## src/rtl/box_pyramid_gen_pkg.sv

```systemverilog
`default_nettype none
// ============================================================================
//  Module      : box_pkg
//  Description : Shared types and helpers for the box-counting pyramid
//                reducer: reduction-mode encoding, controller state
//                encoding and the {level, x, y} box-memory address packer.
//  Revision    : 1.0 - initial release
// ============================================================================
package box_pkg;

    // Reduction mode, latched at start. 2'b11 is reserved and reduces as sum.
    typedef enum logic [1:0] {
        MODE_SUM  = 2'b00,
        MODE_MAX  = 2'b01,
        MODE_OR   = 2'b10,
        MODE_RSVD = 2'b11
    } box_mode_e;

    // Controller state encoding. The controller keeps its state in a plain
    // logic vector and compares against these constants; the enum gives the
    // same encoding a readable name in waveforms.
    localparam logic [1:0] ST_IDLE = 2'd0;
    localparam logic [1:0] ST_RD   = 2'd1;
    localparam logic [1:0] ST_WAIT = 2'd2;
    localparam logic [1:0] ST_WR   = 2'd3;

    typedef enum logic [1:0] {
        BOX_ST_IDLE = ST_IDLE,
        BOX_ST_RD   = ST_RD,
        BOX_ST_WAIT = ST_WAIT,
        BOX_ST_WR   = ST_WR
    } box_state_e;

    // Packs {level, x, y} with x and y each occupying grid_log2 bits,
    // right-aligned. The caller truncates the result to its address width.
    function automatic logic [31:0] box_pack_addr(
        input int unsigned grid_log2,
        input logic [31:0] level,
        input logic [31:0] x,
        input logic [31:0] y
    );
        return (level << (2 * grid_log2)) | (x << grid_log2) | y;
    endfunction

endpackage : box_pkg
`default_nettype wire

```

## src/rtl/box_pyramid_gen_if.sv

```systemverilog
`default_nettype none
// ============================================================================
//  Module      : box_pyramid_gen_if
//  Description : Control and box-memory bundle of the pyramid reducer.
//                slave  : the reducer (takes start/mode/rd_data, drives the
//                         status and memory strobes)
//                master : the surrounding system (loader + memory model)
//  Signals     : start, mode, busy, done, level_done, cur_level,
//                rd_en, rd_addr, rd_data, wr_en, wr_addr, wr_data
//  Revision    : 1.0 - initial release
// ============================================================================
interface box_pyramid_gen_if #(
    parameter int DW        = 8,
    parameter int GRID_LOG2 = 3,
    parameter int LW        = $clog2(GRID_LOG2 + 1)
);
    localparam int AW = LW + 2 * GRID_LOG2;

    logic           start;
    logic [1:0]     mode;
    logic           busy;
    logic           done;
    logic           level_done;
    logic [LW-1:0]  cur_level;
    logic           rd_en;
    logic [AW-1:0]  rd_addr;
    logic [DW-1:0]  rd_data;
    logic           wr_en;
    logic [AW-1:0]  wr_addr;
    logic [DW-1:0]  wr_data;

    modport master (
        output start, mode, rd_data,
        input  busy, done, level_done, cur_level,
               rd_en, rd_addr, wr_en, wr_addr, wr_data
    );

    modport slave (
        input  start, mode, rd_data,
        output busy, done, level_done, cur_level,
               rd_en, rd_addr, wr_en, wr_addr, wr_data
    );

endinterface : box_pyramid_gen_if
`default_nettype wire

```

## src/rtl/box_pyramid_gen_reduce_alu.sv

```systemverilog
`default_nettype none
// ============================================================================
//  Module      : box_reduce_alu
//  Description : Combinational fold of one box-memory datum into the running
//                accumulator, plus the final accumulator-to-cell conversion.
//                Sum uses a DW+2 bit accumulator (four DW-bit terms never
//                overflow it); max is an unsigned compare; OR keeps a 0/1
//                occupancy flag.
//  Macro       : BOX_SAT_EN - sum results above 2^DW-1 saturate; otherwise
//                the low DW bits are returned (wrap).
//  Ports       : mode_i   reduction mode
//                first_i  datum is the first of its box (initialises acc)
//                acc_i    current accumulator
//                data_i   incoming datum
//                acc_o    folded accumulator
//                result_o cell value to write for acc_i
//  Revision    : 1.0 - initial release
// ============================================================================
module box_reduce_alu
    import box_pkg::*;
#(
    parameter int DW = 8
) (
    input  wire logic [1:0]    mode_i,
    input  wire logic          first_i,
    input  wire logic [DW+1:0] acc_i,
    input  wire logic [DW-1:0] data_i,
    output logic      [DW+1:0] acc_o,
    output logic      [DW-1:0] result_o
);

    logic [DW+1:0] w_data_ext;
    logic [DW+1:0] w_occ;

    always_comb begin
        w_data_ext = {2'b00, data_i};
        w_occ      = {{(DW+1){1'b0}}, |data_i};
        acc_o      = acc_i;
        case (mode_i)
            MODE_MAX: acc_o = (first_i || (w_data_ext > acc_i)) ? w_data_ext : acc_i;
            MODE_OR:  acc_o = first_i ? w_occ : (acc_i | w_occ);
            default:  acc_o = first_i ? w_data_ext : (acc_i + w_data_ext);
        endcase
    end

    always_comb begin
        result_o = acc_i[DW-1:0];
        if ((mode_i != MODE_MAX) && (mode_i != MODE_OR)) begin
`ifdef BOX_SAT_EN
            result_o = (acc_i[DW+1:DW] != 2'b00) ? {DW{1'b1}} : acc_i[DW-1:0];
`else
            result_o = acc_i[DW-1:0];
`endif
        end
    end

endmodule : box_reduce_alu
`default_nettype wire

```

## src/rtl/box_pyramid_gen.sv

```systemverilog
`default_nettype none
// ============================================================================
//  Module      : box_pyramid_gen
//  Description : Multi-level box-counting reducer. Reduces each 2x2 box of
//                level L into one cell of level L+1, level by level, until a
//                1x1 grid remains. Every box takes six cycles: four reads,
//                one wait for the last datum, one write.
//  Macro       : BOX_SAT_EN (in box_reduce_alu) - saturating sum mode.
//  Ports       : CLK  clock
//                RST  asynchronous active-high reset
//                bus  box_pyramid_gen_if.slave: start/mode in, busy/done/
//                     level_done/cur_level out, box-memory read and write
//                     ports ({level, x, y} addresses)
//  Revision    : 1.0 - initial release
// ============================================================================
module box_pyramid_gen
    import box_pkg::*;
#(
    parameter int DW        = 8,
    parameter int GRID_LOG2 = 3,
    parameter int LW        = $clog2(GRID_LOG2 + 1)
) (
    input  wire logic           CLK,
    input  wire logic           RST,
    box_pyramid_gen_if.slave    bus
);

    localparam int GW = GRID_LOG2;
    localparam int AW = LW + 2 * GRID_LOG2;

    // ------------------------------------------------------------------
    // State
    // ------------------------------------------------------------------
    logic [1:0]     state_q, state_d;
    logic [1:0]     k_q,     k_d;      // read index within the box
    logic [LW-1:0]  lvl_q,   lvl_d;    // source level
    logic [GW-1:0]  i_q,     i_d;      // output x (inner loop)
    logic [GW-1:0]  j_q,     j_d;      // output y (outer loop)
    logic [1:0]     mode_q,  mode_d;
    logic [DW+1:0]  acc_q,   acc_d;
    logic           fold_q,  fold_d;   // rd_data this cycle belongs to a read
    logic           first_q, first_d;  // ...and it is read 0 of the box

    // ------------------------------------------------------------------
    // Datapath helpers
    // ------------------------------------------------------------------
    logic [31:0]    w_shift;
    logic [GW-1:0]  w_half_m1;         // S/2 - 1 at the current level
    logic           w_last_i;
    logic           w_last_j;
    logic           w_last_box;
    logic           w_last_lvl;
    logic [GW-1:0]  w_src_x;
    logic [GW-1:0]  w_src_y;
    logic [LW-1:0]  w_dst_lvl;
    logic [AW-1:0]  w_rd_addr;
    logic [AW-1:0]  w_wr_addr;
    logic [DW+1:0]  w_acc_next;
    logic [DW-1:0]  w_result;
    logic           w_rd;
    logic           w_wr;

    always_comb begin
        // S/2 = 2^(GRID_LOG2-1-L); lvl_q never exceeds GRID_LOG2-1.
        w_shift    = 32'(GRID_LOG2 - 1) - {{(32-LW){1'b0}}, lvl_q};
        w_half_m1  = GW'((32'd1 << w_shift) - 32'd1);
        w_last_i   = (i_q == w_half_m1);
        w_last_j   = (j_q == w_half_m1);
        w_last_box = w_last_i && w_last_j;
        w_last_lvl = (lvl_q == LW'(GRID_LOG2 - 1));
        // Read order (0,0),(1,0),(0,1),(1,1): kx = k[0], ky = k[1].
        w_src_x    = GW'({i_q, k_q[0]});
        w_src_y    = GW'({j_q, k_q[1]});
        w_dst_lvl  = lvl_q + LW'(1);
        w_rd_addr  = AW'(box_pack_addr(GRID_LOG2, 32'(lvl_q), 32'(w_src_x), 32'(w_src_y)));
        w_wr_addr  = AW'(box_pack_addr(GRID_LOG2, 32'(w_dst_lvl), 32'(i_q), 32'(j_q)));
        w_rd       = (state_q == ST_RD);
        w_wr       = (state_q == ST_WR);
    end

    box_reduce_alu #(
        .DW       (DW)
    ) u_alu (
        .mode_i   (mode_q),
        .first_i  (first_q),
        .acc_i    (acc_q),
        .data_i   (bus.rd_data),
        .acc_o    (w_acc_next),
        .result_o (w_result)
    );

    // ------------------------------------------------------------------
    // Controller
    // ------------------------------------------------------------------
    always_comb begin
        state_d = state_q;
        k_d     = k_q;
        lvl_d   = lvl_q;
        i_d     = i_q;
        j_d     = j_q;
        mode_d  = mode_q;
        acc_d   = fold_q ? w_acc_next : acc_q;
        fold_d  = w_rd;
        first_d = w_rd && (k_q == 2'd0);

        case (state_q)
            ST_IDLE: begin
                if (bus.start) begin
                    state_d = ST_RD;
                    k_d     = 2'd0;
                    lvl_d   = '0;
                    i_d     = '0;
                    j_d     = '0;
                    mode_d  = bus.mode;
                    acc_d   = '0;
                end
            end
            ST_RD: begin
                k_d = k_q + 2'd1;
                if (k_q == 2'd3) begin
                    state_d = ST_WAIT;
                end
            end
            ST_WAIT: begin
                state_d = ST_WR;
            end
            ST_WR: begin
                state_d = ST_RD;
                k_d     = 2'd0;
                if (w_last_box) begin
                    i_d = '0;
                    j_d = '0;
                    if (w_last_lvl) begin
                        state_d = ST_IDLE;
                        lvl_d   = '0;
                    end else begin
                        lvl_d   = w_dst_lvl;
                    end
                end else if (w_last_i) begin
                    i_d = '0;
                    j_d = j_q + GW'(1);
                end else begin
                    i_d = i_q + GW'(1);
                end
            end
            default: begin
                state_d = ST_IDLE;
            end
        endcase
    end

    always_ff @(posedge CLK or posedge RST) begin
        if (RST) begin
            state_q <= ST_IDLE;
            k_q     <= '0;
            lvl_q   <= '0;
            i_q     <= '0;
            j_q     <= '0;
            mode_q  <= '0;
            acc_q   <= '0;
            fold_q  <= 1'b0;
            first_q <= 1'b0;
        end else begin
            state_q <= state_d;
            k_q     <= k_d;
            lvl_q   <= lvl_d;
            i_q     <= i_d;
            j_q     <= j_d;
            mode_q  <= mode_d;
            acc_q   <= acc_d;
            fold_q  <= fold_d;
            first_q <= first_d;
        end
    end

    // ------------------------------------------------------------------
    // Outputs (addresses and data gated so they read zero when idle)
    // ------------------------------------------------------------------
    always_comb begin
        bus.busy       = (state_q != ST_IDLE);
        bus.rd_en      = w_rd;
        bus.rd_addr    = w_rd ? w_rd_addr : '0;
        bus.wr_en      = w_wr;
        bus.wr_addr    = w_wr ? w_wr_addr : '0;
        bus.wr_data    = w_wr ? w_result  : '0;
        bus.level_done = w_wr && w_last_box;
        bus.done       = w_wr && w_last_box && w_last_lvl;
        bus.cur_level  = lvl_q;
    end

endmodule : box_pyramid_gen
`default_nettype wire

```

## src/flat_wrapper.sv

```systemverilog
// flat-port wrapper written by rule: the top's interface ports become plain ports
module box_pyramid_gen_flat import box_pkg::*;
#(
    parameter int DW        = 8,
    parameter int GRID_LOG2 = 3,
    parameter int LW        = $clog2(GRID_LOG2 + 1)
)
  (CLK, RST, bus_start, bus_mode, bus_rd_data, bus_busy, bus_done, bus_level_done, bus_cur_level, bus_rd_en, bus_rd_addr, bus_wr_en, bus_wr_addr, bus_wr_data);
  box_pyramid_gen_if #(.DW(DW), .GRID_LOG2(GRID_LOG2), .LW(LW)) bus_i ();
  input  wire logic CLK;
  input  wire logic RST;
  input wire logic [$bits(bus_i.start)-1:0] bus_start;
  input wire logic [$bits(bus_i.mode)-1:0] bus_mode;
  input wire logic [$bits(bus_i.rd_data)-1:0] bus_rd_data;
  output wire logic [$bits(bus_i.busy)-1:0] bus_busy;
  output wire logic [$bits(bus_i.done)-1:0] bus_done;
  output wire logic [$bits(bus_i.level_done)-1:0] bus_level_done;
  output wire logic [$bits(bus_i.cur_level)-1:0] bus_cur_level;
  output wire logic [$bits(bus_i.rd_en)-1:0] bus_rd_en;
  output wire logic [$bits(bus_i.rd_addr)-1:0] bus_rd_addr;
  output wire logic [$bits(bus_i.wr_en)-1:0] bus_wr_en;
  output wire logic [$bits(bus_i.wr_addr)-1:0] bus_wr_addr;
  output wire logic [$bits(bus_i.wr_data)-1:0] bus_wr_data;
  assign bus_i.start = bus_start;
  assign bus_i.mode = bus_mode;
  assign bus_i.rd_data = bus_rd_data;
  assign bus_busy = bus_i.busy;
  assign bus_done = bus_i.done;
  assign bus_level_done = bus_i.level_done;
  assign bus_cur_level = bus_i.cur_level;
  assign bus_rd_en = bus_i.rd_en;
  assign bus_rd_addr = bus_i.rd_addr;
  assign bus_wr_en = bus_i.wr_en;
  assign bus_wr_addr = bus_i.wr_addr;
  assign bus_wr_data = bus_i.wr_data;
  box_pyramid_gen #(.DW(DW), .GRID_LOG2(GRID_LOG2), .LW(LW)) u_core (.CLK(CLK), .RST(RST), .bus(bus_i));
endmodule
```

## config.mk

```make
export PLATFORM = sky130hd
export DESIGN_NAME = box_pyramid_gen_flat
export DESIGN_NICKNAME = d
export VERILOG_FILES = /design/src/rtl/box_pyramid_gen_pkg.sv /design/src/rtl/box_pyramid_gen_if.sv /design/src/rtl/box_pyramid_gen_reduce_alu.sv /design/src/rtl/box_pyramid_gen.sv /design/src/flat_wrapper.sv
export SDC_FILE = /design/constraint.sdc
export NUM_CORES = 1
export LEC_CHECK = 0
export ABC_AREA = 1
export ABC_CLOCK_PERIOD_IN_PS = 2200
export CAP_MARGIN = 10
export CORE_MARGIN = 8
export CORE_UTILIZATION = 55
export CTS_CLUSTER_DIAMETER = 60
export CTS_CLUSTER_SIZE = 12
export DETAILED_ROUTE_END_ITERATION = 10
export PLACE_DENSITY_LB_ADDON = 0.2
export SYNTH_ARGS = -nofsm -noshare
export SYNTH_HDL_FRONTEND = slang
export SYNTH_SLANG_ARGS = --single-unit
```

## constraint.sdc

```tcl
create_clock -name CLK -period 2.2 [get_ports CLK]
set_input_delay 0.44 -clock CLK [delete_from_list [all_inputs] [get_ports CLK]]
set_output_delay 0.44 -clock CLK [all_outputs]
set_load 0.05 [all_outputs]
```

==> results of run 1 <==
-- cell families after synthesis --
group	share of synthesized area
AND/OR/NAND/NOR	0.250
buffers and inverters	0.166
AO/OA/AOI/OAI	0.171
adder cells (fa/ha/maj)	0.144
flip-flops	0.237
XOR/XNOR	0.0319
-- through the flow --
step                      power [mW]  cells  worst slack (ps)
after global routing            3.57    550              -244
after floorplan                 1.97    403             -92.8
after detailed placement        2.80    531              -309
after CTS                       3.13    539             -56.9
final                           3.36    550              -130
after global placement          2.74    531              -248
-- power groups by stage --
stage	logic, mW	registers, mW	clock network, mW
5_1_grt	2.55	0.673	0.348
4_1_cts	2.14	0.659	0.325
2_1_floorplan	1.33	0.639	0
3_5_place_dp	2.13	0.668	0
6_report	2.38	0.664	0.316
3_3_place_gp	2.07	0.664	0
-- cell type report --
class,instances,share of cell area
sequential,26,0.164
inverter,98,0.0930
tap,67,0.0210
clock buffer,4,0.0138
multi-input combinational,269,0.447
timing repair buffer,86,0.261
-- sequential cells by signal, summed over array words and instances (netlist names) --
name                  cells
u_core.first_q            1
u_core.j_q                3
u_core.bus.cur_level      2
u_core.fold_q             1
u_core.acc_q             10
u_core.mode_q             2
u_core.i_q                3
u_core.state_q            2
u_core.k_q                2
-- worst reg2reg max path: cells and delay by family (launching register included) --
family / cells / cell delay [ps]
buffers and inverters: 1 / 160
AND/OR/NAND/NOR: 7 / 830
AO/OA/AOI/OAI: 2 / 260
adder cells (fa/ha/maj): 1 / 270
flip-flops: 1 / 440
-- cells in the mapped netlist, types with 3 or more instances --
| library cell | instances | area (µm²) |
|---|---|---|
| inv_1 | 96 | 360 |
| nand2_1 | 82 | 308 |
| o21ai_0 | 39 | 195 |
| nand3_1 | 33 | 165 |
| ha_1 | 30 | 375 |
| dfrtp_1 | 26 | 651 |
| a21oi_1 | 20 | 100 |
| nor2_1 | 17 | 63.8 |
| a21oi_2 | 9 | 78.8 |
| xor2_1 | 7 | 61.3 |
| xnor2_1 | 3 | 26.3 |
-- metal layers --
metal | wire (µm) | GRT usage | vias up
met5 | 0 | 0 | -
met4 | 260 | 0.0767 | 0
met3 | 571 | 0.0321 | 30
met2 | 4580 | 0.365 | 155
met1 | 3500 | 0.264 | 1451
li1 | - | - | 1425
-- worst max path at each step --
stage                     slack [ps]                                 from                        end  depth (start not counted)
after CTS                        -60  u_core.bus.cur_level[0]$_DFFE_PP0P_                   bus_done                          8
after global routing            -240  u_core.bus.cur_level[0]$_DFFE_PP0P_                   bus_done                          8
final                           -130  u_core.bus.cur_level[0]$_DFFE_PP0P_                   bus_done                          8
after global placement          -250                       bus_rd_data[0]  u_core.acc_q[2]$_DFF_PP0_                         13
after detailed placement        -310                       bus_rd_data[0]  u_core.acc_q[4]$_DFF_PP0_                         13
after floorplan                  -90  u_core.bus.cur_level[1]$_DFFE_PP0P_                   bus_done                          7
-- repair_timing --
item                                    in CTS  in global routing
pin swaps                                    3                  8
cloned                                       0                  0
gates resized for setup                      6                 19
endpoints found under the setup margin       6                 12
endpoints found under the hold margin        0                  0
setup buffers                                4                 11
==> impl_metrics.py, run 1 <==
metrics = {
    "cells_and_area": {
        "most_common_library_cell_in_the_layout_ignoring_fill_and_taps": "inv_1",
        "final_core_util": 0.838,
        "number_of_filler_cells_placed_in_the_layout": 275,
        "areaGrowthSynthToFinish_pct": 45.2,
        "sequential_cell_area_um2": 653,
        "layout_common_cells": "92 x inv_1, 82 x nand2_1, 44 x buf_4",
        "multi_input_gate_area_um2": 1780,
        "number_of_antenna_diodes": 0,
        "final_nets": 528,
        "ratio_of_cells_with_drive_above_1_in_the_final_layout": 0.253,
        "postLayoutCellArea_um2": 3980,
    },
    "setup_path": {
        "cell_chain_of_the_critical_path": "inv_4, ha_4, xor2_1, nand3_1, nor2_2, inv_2, nor3_4, buf_12",
        "critPathBufInv": 3,
        "critical_path.reg2reg.endpoint": "u_core.acc_q[5]$_DFF_PP0_",
        "reg2reg_slack_ps": 100,
        "regToRegStartpoint": "u_core.acc_q[1]$_DFF_PP0_",
        "timing.critical_path.required_ps": 1760,
        "setup.worst_path.end_class": "output port",
        "cp-start-kind": "register",
        "critPathSlowestCell": "dfrtp_2",
        "crit_family": "simple AND/OR/NAND/NOR gates",
        "worstPathArrival_ps": 1890,
        "r2r_cells": 11,
        "critical_setup_path_class": "register to output port",
        "cpPeakStageDelay_ps": 420,
        "crit_fanout": 4,
    },
    "global_routing": {
        "grt_start_max_net_pins": 27,
        "antenna_found_initial": 0,
        "grtUsageTotal": 0.213,
        "first_global_vias": 2804,
        "globalRouteOverflowTotal": 0,
        "grt_pass1_wl_um": 13100,
    },
    "run_status": {
        "result_of_the_run": "complete, but fails checks",
        "failed_checks": "setup timing",
    },
    "clock_network": {
        "cts_root_buf": "clkbuf_8",
        "max_buffers_root_to_sink": 2,
        "cts-htree-levels": 1,
        "worst_skew_pair.late_latency_ps": 280,
        "cts_inserted_buffers": 3,
        "tritoncts_num_sinks": 26,
        "path_clk_slew_ps": 90,
        "cts_hold_buf": 0,
        "cts_tree": "built",
    },
    "yosys": {
        "netlist_area_um2": 2740,
        "yosys_warnings": 0,
        "mapped_nets": 447,
        "synth_edf_count": 0,
        "ys_async_sr_fraction": 1.00,
        "post_synth_inst_count": 403,
        "synth-main-ff-cell": "dfrtp_1",
        "synth_area_per_cell_um2": 6.81,
        "synth_seq_area_share": 0.237,
        "ys_seq_elements": 26,
        "post_synth_num_cell_types": 43,
    },
    "die": {
        "core_area_um2": 4750,
        "initial_core_util": 0.577,
        "die_y_um": 86.6,
        "dieArea_um2": 7500,
        "die_w_um": 86.6,
        "std_cell_rows": 25,
        "boundaryPins": 44,
    },
    "detailed_routing": {
        "detailroute.via_count": 3061,
        "drt-wirelength-per-cell_um": 16.2,
        "dr.first_iter.drc_count": 344,
        "antenna_violating_nets_post_route": 0,
        "routed_via_density": 5.57,
        "final_routed_drc_violation_total": 0,
        "drt_wl_total_um": 8910,
        "detailedRoute.firstPassIterationCount": 7,
    },
    "pwr": {
        "seqPwrFrac": 0.198,
        "swShare": 0.485,
        "cellInternalPower_mw": 1.73,
        "peakVddDrop_mv": 0.452,
        "comb_power_share": 0.708,
        "p_per_area_nw_per_um2": 843,
        "p_leak_nw": 2.18,
        "p_switching_mw": 1.63,
        "clock_power_share": 0.094,
    },
    "sta": {
        "setup_repair_after_global_routing_missed_its_margin": "true",
        "setup_ws_final_ps": -130,
        "tightestPinTransition_ps": 753,
        "holdWs_ps": 517,
        "final.setup_skew_ps": 5.14,
        "finalWorstPathRequiredPeriod_ps": 2330,
        "finalSetupViolCount": 2,
        "timing.slew.headroom": 0.498,
        "timing_hold_violations_final": 0,
        "period_utilisation_layout": 1.06,
        "tns_ps": -253,
        "finalMaxSlewViolations": 0,
        "fmax_ghz": 0.429,
    },
    "hold_path": {
        "worstHoldPathType": "register to register",
        "holdCritStartpoint": "u_core.j_q[2]$_DFFE_PP0P_",
        "whs_path_depth": 1,
        "worst_hold_path.endpoint": "u_core.j_q[2]$_DFFE_PP0P_",
    },
    "place": {
        "place.detailed.hpwl_um": 6100,
        "port_buffers": 43,
        "gp_routability_congestion": 1.01,
        "place_area_um2": 3700,
    },
    "run": {
        "maxCapViolations": 0,
    },
}
No activity file was read; power rests on OpenSTA's default activity.
==> run 2: changes to the inputs <==
- TNS_END_PERCENT: not set -> 30
==> run 2 against run 1 <==
The flow still finishes with violations (setup timing). Maximum frequency is 1.9% lower. Clock-buffer cell count is 1 lower. Clock power is 31% higher. Cell count is 0.55% lower. Hold slack worse by 11 ps. Worst setup slack worse by 46 ps. Flip-flop and latch count stayed put. Routed wire length is 1.3% lower. Sequential power hardly changed. Global-route usage is 0.46 points higher. Utilization is 0.47 points higher. Critical path type unchanged. Critical endpoint unchanged. Largest power group unchanged. Highest routed layer unchanged.
==> impl_metrics.py, run 2 (synthesis results as in run 1) <==
metrics = {
    "global_routing": {
        "grt_start_max_net_pins": 27,
        "antenna_found_initial": 0,
        "grt_pass1_wl_um": 13300,
        "first_global_vias": 2936,
        "globalRouteOverflowTotal": 0,
        "grtUsageTotal": 0.218,
    },
    "die": {
        "std_cell_rows": 25,
        "die_w_um": 86.6,
        "die_y_um": 86.6,
        "core_area_um2": 4750,
        "dieArea_um2": 7500,
        "initial_core_util": 0.577,
        "boundaryPins": 44,
    },
    "place": {
        "place.detailed.hpwl_um": 6160,
        "port_buffers": 43,
        "gp_routability_congestion": 0.982,
    },
    "run": {
        "maxCapViolations": 0,
    },
    "pwr": {
        "totalPowerFinal_mw": 3.42,
        "p_leak_nw": 2.20,
        "p_per_area_nw_per_um2": 853,
        "peakVddDrop_mv": 0.441,
    },
    "setup_path": {
        "worstPathArrival_ps": 1940,
        "cp_launch_point": "u_core.bus.cur_level[1]$_DFFE_PP0P_",
        "cp-start-kind": "register",
        "timing.critical_path.required_ps": 1760,
        "regToRegStartpoint": "u_core.acc_q[1]$_DFF_PP0_",
        "critical_path.reg2reg.endpoint": "u_core.acc_q[0]$_DFF_PP0_",
        "critical_setup_path_class": "register to output port",
        "critical_path.endpoint": "bus_done",
        "crit_fanout": 4,
        "setup.worst_path.end_class": "output port",
        "r2r_cells": 13,
        "reg2reg_slack_ps": 90,
    },
    "cells_and_area": {
        "areaGrowthSynthToFinish_pct": 46.0,
        "ratio_of_cells_with_drive_above_1_in_the_final_layout": 0.252,
        "reg_top3": "u_core.acc_q x10, u_core.i_q x3, u_core.j_q x3",
        "final_nets": 525,
        "largest_register_ffs": 10,
        "number_of_filler_cells_placed_in_the_layout": 282,
        "largest-register": "u_core.acc_q",
        "sequential_cell_area_um2": 653,
        "most_common_library_cell_in_the_layout_ignoring_fill_and_taps": "inv_1",
        "multi_input_gate_area_um2": 1820,
        "layout_common_cells": "93 x inv_1, 81 x nand2_1, 39 x o21ai_0",
        "number_of_antenna_diodes": 0,
    },
    "detailed_routing": {
        "final_routed_drc_violation_total": 0,
        "detailedRoute.firstPassIterationCount": 5,
        "dr.first_iter.drc_count": 348,
        "routed_via_density": 5.52,
        "drt_wl_total_um": 8800,
        "detailroute.via_count": 3021,
        "drt-wirelength-per-cell_um": 16.1,
        "antenna_violating_nets_post_route": 0,
    },
    "sta": {
        "finalWorstPathRequiredPeriod_ps": 2380,
        "setup_repair_after_global_routing_missed_its_margin": "true",
        "finalSetupViolCount": 2,
        "finalMaxSlewViolations": 0,
        "tightestPinTransition_ps": 737,
        "tns_ps": -289,
        "period_utilisation_layout": 1.08,
        "fmax_ghz": 0.421,
        "timing.slew.headroom": 0.509,
        "setup_ws_final_ps": -176,
        "timing_hold_violations_final": 0,
        "final.setup_skew_ps": 8.41,
    },
    "clock_network": {
        "max_buffers_root_to_sink": 2,
        "cts_tree": "built",
        "cts-htree-levels": 1,
        "cts_inserted_buffers": 3,
        "cts_root_buf": "clkbuf_8",
        "worst_skew_pair.late_latency_ps": 280,
        "tritoncts_num_sinks": 26,
        "cts_hold_buf": 0,
        "path_clk_slew_ps": 100,
    },
    "run_status": {
        "failed_checks": "setup timing",
        "result_of_the_run": "complete, but fails checks",
    },
    "hold_path": {
        "worstHoldPathType": "primary input to async pin",
    },
}
## run 2: metal layers
layer  global-route usage  wire length (µm)  up-vias
li1                     -                 -     1418
met1                0.260              3520     1393
met2                0.388              4390      168
met3               0.0321               589       42
met4               0.0720               297        0
met5                    0                 0        -
## run 2: final cells by class
cell class	count	area share
clock buffer	3	0.0103
clock inverter	1	0.00750
inverter	98	0.0924
multi-input combinational	271	0.454
sequential	26	0.163
tap	67	0.0209
timing repair buffer	81	0.252
## run 2: how the worst min path moves through the flow
stage                                   start                         to  slack (ps)  depth (start not counted)
floorplan           u_core.j_q[2]$_DFFE_PP0P_  u_core.j_q[2]$_DFFE_PP0P_         470                          1
global placement    u_core.j_q[2]$_DFFE_PP0P_  u_core.j_q[2]$_DFFE_PP0P_         510                          1
detailed placement  u_core.j_q[2]$_DFFE_PP0P_  u_core.j_q[2]$_DFFE_PP0P_         530                          1
CTS                                       RST  u_core.k_q[1]$_DFFE_PP0P_         520                          3
global route                              RST  u_core.k_q[1]$_DFFE_PP0P_         560                          3
finish                                    RST  u_core.k_q[1]$_DFFE_PP0P_         510                          3
## run 2: per-stage QoR
step	utilization	worst slack, ps	cells	hold WS (ps)	area [µm²]
finish	0.843	-176	547	506	4010
global route	0.843	-271	547	560	4010
CTS	0.805	-91.6	540	517	3830
detailed placement	0.780	-311	533	529	3710
global placement	0.780	-228	533	510	3710
floorplan	-	-92.8	403	474	2780
## run 2: repair_timing
action	CTS	global route
endpoints found under the setup margin	5	20
pin swaps	2	12
resized for setup	8	22
buffers inserted	3	5
cloned	0	2
## run 2: power breakdown
| group | leakage [nW] | switching, mW | internal (mW) |
|---|---|---|---|
| registers | 0.311 | 0.103 | 0.563 |
| clock network | 0.0357 | 0.169 | 0.244 |
| logic | 1.86 | 1.37 | 0.970 |
| total | 2.20 | 1.64 | 1.78 |
## run 2: worst max-delay path, stage by stage, from the launching register on
cell and delay [ps]:
dfrtp_2 450, buf_6 140, ha_4 160, xor2_1 180, nand3_1 150, nor2_4 140
inv_4 70, nor3_4 190, buf_12 160
==> run 3: changes to the inputs <==
- CORE_UTILIZATION: 55 -> 56
- CTS_BUF_LIST: not set -> sky130_fd_sc_hd__clkbuf_4 sky130_fd_sc_hd__clkbuf_8
- SYNTH_HIERARCHICAL: not set -> 1
==> run 3 against run 2 <==
The run still ends with setup timing left. First-iteration DRC count fell by 26%. Total power increased by 79%. Register-to-register slack worse by 20 ps. Synthesized area rose by 0.59%. Combinational power grew 110%. Non-clock buffer count is 4 higher. Clock skew is 1.9 ps higher. Largest cell class unchanged. Global-route usage grew 1.6 points.
==> impl_metrics.py, run 3 <==
metrics = {
    "pwr": {
        "totalPowerFinal_mw": 6.12,
        "clock_power_share": 0.054,
        "p_per_area_nw_per_um2": 1500,
        "seqPwrFrac": 0.155,
        "p_switching_mw": 3.38,
        "comb_power_share": 0.792,
        "p_leak_nw": 2.23,
        "peakVddDrop_mv": 1.15,
        "cellInternalPower_mw": 2.74,
        "swShare": 0.552,
    },
    "sta": {
        "tightestPinTransition_ps": 510,
        "final.setup_skew_ps": 10.3,
        "setup_ws_final_ps": -113,
        "fmax_ghz": 0.432,
        "finalSetupViolCount": 2,
        "period_utilisation_layout": 1.05,
        "timing_hold_violations_final": 0,
        "finalWorstPathRequiredPeriod_ps": 2310,
        "timing.slew.headroom": 0.659,
        "finalMaxSlewViolations": 0,
        "setup_repair_after_global_routing_missed_its_margin": "true",
        "tns_ps": -206,
    },
    "run_status": {
        "result_of_the_run": "complete, but fails checks",
        "failed_checks": "setup timing",
    },
    "cells_and_area": {
        "number_of_antenna_diodes": 0,
        "areaGrowthSynthToFinish_pct": 47.4,
        "final_core_util": 0.856,
        "largest_register_ffs": 10,
        "ratio_of_cells_with_drive_above_1_in_the_final_layout": 0.278,
        "sequential_cell_area_um2": 654,
        "number_of_filler_cells_placed_in_the_layout": 271,
        "reg_top3": "u_core/acc_q x10, u_core/i_q x3, u_core/j_q x3",
        "largest-register": "u_core/acc_q",
        "most_common_library_cell_in_the_layout_ignoring_fill_and_taps": "nand2_1",
        "layout_common_cells": "105 x nand2_1, 74 x inv_1, 41 x buf_4",
        "final_nets": 548,
        "multi_input_gate_area_um2": 1890,
    },
    "place": {
        "gp_routability_congestion": 0.950,
        "pre_cts_worst_setup_slack_ps": -480,
        "place.detailed.hpwl_um": 6230,
        "port_buffers": 43,
    },
    "die": {
        "core_area_um2": 4750,
        "die_w_um": 86.2,
        "initial_core_util": 0.581,
        "die_y_um": 86.2,
        "std_cell_rows": 25,
        "boundaryPins": 44,
        "dieArea_um2": 7430,
    },
    "clock_network": {
        "cts_tree": "built",
        "cts_hold_buf": 0,
        "path_clk_slew_ps": 100,
        "max_buffers_root_to_sink": 2,
        "tritoncts_num_sinks": 26,
        "cts_inserted_buffers": 3,
        "worst_skew_pair.late_latency_ps": 280,
        "cts-htree-levels": 1,
        "cts_root_buf": "clkbuf_8",
    },
    "yosys": {
        "synth-main-ff-cell": "dfrtp_1",
        "post_synth_inst_count": 430,
        "synth_seq_area_share": 0.236,
        "post_synth_num_cell_types": 34,
        "yosysMostFrequentCell": "nand2_1",
        "synth_area_leader_cell": "dfrtp_1",
        "yosys_warnings": 6,
        "yosys-top-cells-area": "dfrtp_1 24%, nand2_1 15%, ha_1 14%",
        "mapped_nets": 474,
        "netlist_area_um2": 2760,
        "synth_area_per_cell_um2": 6.42,
        "synth_edf_count": 0,
        "ys_async_sr_fraction": 1.00,
        "netlist.area_leader.share": 0.236,
        "synth.cells.most_frequent": "109 x nand2_1, 83 x inv_1, 38 x nor2_1",
        "ys_seq_elements": 26,
    },
    "detailed_routing": {
        "detailedRoute.firstPassIterationCount": 5,
        "detailroute.via_count": 3222,
        "drt-wirelength-per-cell_um": 17.0,
        "final_routed_drc_violation_total": 0,
        "dr.first_iter.drc_count": 256,
        "drt_wl_total_um": 9680,
        "antenna_violating_nets_post_route": 0,
        "routed_via_density": 5.65,
    },
    "setup_path": {
        "worstPathArrival_ps": 1870,
        "crit_fanout": 4,
        "critPathSlowestCell": "dfrtp_2",
        "critical_setup_path_class": "register to output port",
        "cell_chain_of_the_critical_path": "inv_4, ha_4, inv_1, nand2_1, nand2_1, nand2_2, nor2_4, nand2_2, nor2_4, buf_12",
        "crit_family": "simple AND/OR/NAND/NOR gates",
        "cpPeakStageDelay_ps": 440,
        "setup.worst_path.end_class": "output port",
        "critPathBufInv": 3,
        "timing.critical_path.required_ps": 1760,
        "cp-start-kind": "register",
    },
    "global_routing": {
        "grtUsageTotal": 0.234,
        "grt_pass1_wl_um": 14100,
        "grt_start_max_net_pins": 27,
        "antenna_found_initial": 0,
        "globalRouteOverflowTotal": 0,
        "first_global_vias": 3133,
    },
    "hold_path": {
        "worstHoldPathType": "primary input to async pin",
    },
    "run": {
        "maxCapViolations": 0,
    },
}
-- run 3: metal layers --
metal  routed length, µm  vias up  part of all wire  track usage
li1                    -     1471                 -            -
met3                 774       40             0.080       0.0577
met2                5030      187              0.52        0.420
met5                   0        -                 0            0
met4                 365        0             0.038        0.106
met1                3500     1524              0.36        0.254
-- run 3: cell type report --
cell class,instances,area share
clock buffers,4,0.0135
repair buffers,85,0.257
flip-flops and latches,26,0.161
well taps,67,0.0206
inverters,89,0.0840
multi-input cells,299,0.464
-- run 3: worst paths after layout --
kind | start | endpoint | slack [ps] | depth (start not counted)
worst min-delay path | RST | u_core/bus.cur_level[0]$_DFFE_PP0P_ | 530 | 3
worst min register to register | u_core/mode_q[0]$_DFFE_PP0P_ | u_core/mode_q[0]$_DFFE_PP0P_ | 550 | 1
worst max-delay path | u_core/bus.cur_level[0]$_DFFE_PP0P_ | bus_level_done | -110 | 10
min in group CLK | u_core/mode_q[0]$_DFFE_PP0P_ | u_core/mode_q[0]$_DFFE_PP0P_ | 550 | 1
worst max register to register | u_core/acc_q[0]$_DFF_PP0_ | u_core/acc_q[4]$_DFF_PP0_ | 70 | 14
max in group asynchronous | RST | u_core/bus.cur_level[1]$_DFFE_PP0P_ | 1390 | 3
-- run 3: cell families after synthesis --
group	Yosys count	synth area share
flip-flops	26	0.236
adder cells (fa/ha/maj)	31	0.143
AO/OA/AOI/OAI	55	0.107
XOR/XNOR	5	0.0159
buffers and inverters	105	0.157
AND/OR/NAND/NOR	206	0.333
multiplexers	2	0.00816
-- run 3: power groups by stage --
| stage | logic [mW] | clock network (mW) | registers (mW) |
|---|---|---|---|
| 4_1_cts | 4.38 | 0.326 | 0.912 |
| 6_report | 4.84 | 0.330 | 0.946 |
| 2_1_floorplan | 2.80 | 0 | 0.925 |
| 5_1_grt | 5.22 | 0.356 | 0.973 |
| 3_5_place_dp | 4.19 | 0 | 0.921 |
| 3_3_place_gp | 4.05 | 0 | 0.900 |
-- run 3: stage by stage --
stage / hold WS [ps] / std cells / area [µm²]
floorplan: 480 / 430 / 2780
global placement: 521 / 559 / 3740
detailed placement: 532 / 559 / 3740
CTS: 554 / 569 / 3920
global route: 552 / 570 / 4070
finish: 527 / 570 / 4070
-- run 3: what timing repair did --
action / in CTS / in global routing
buffers inserted: 6 / 1
resized for setup: 21 / 36
pin swaps: 8 / 13
endpoints found under the setup margin: 11 / 12
-- run 3: worst reg2reg max path: stages, from the launching register on --
cell and delay (ps):
dfrtp_1 390, ha_2 190, inv_1 90, fa_2 220, nor2_2 40, o21ai_1 190, nand2_1 160, buf_6 160
a21oi_2 140, o21ai_2 90, o211ai_1 80, inv_1 50, nor2_1 90, nor2_1 50, nor2_1 100
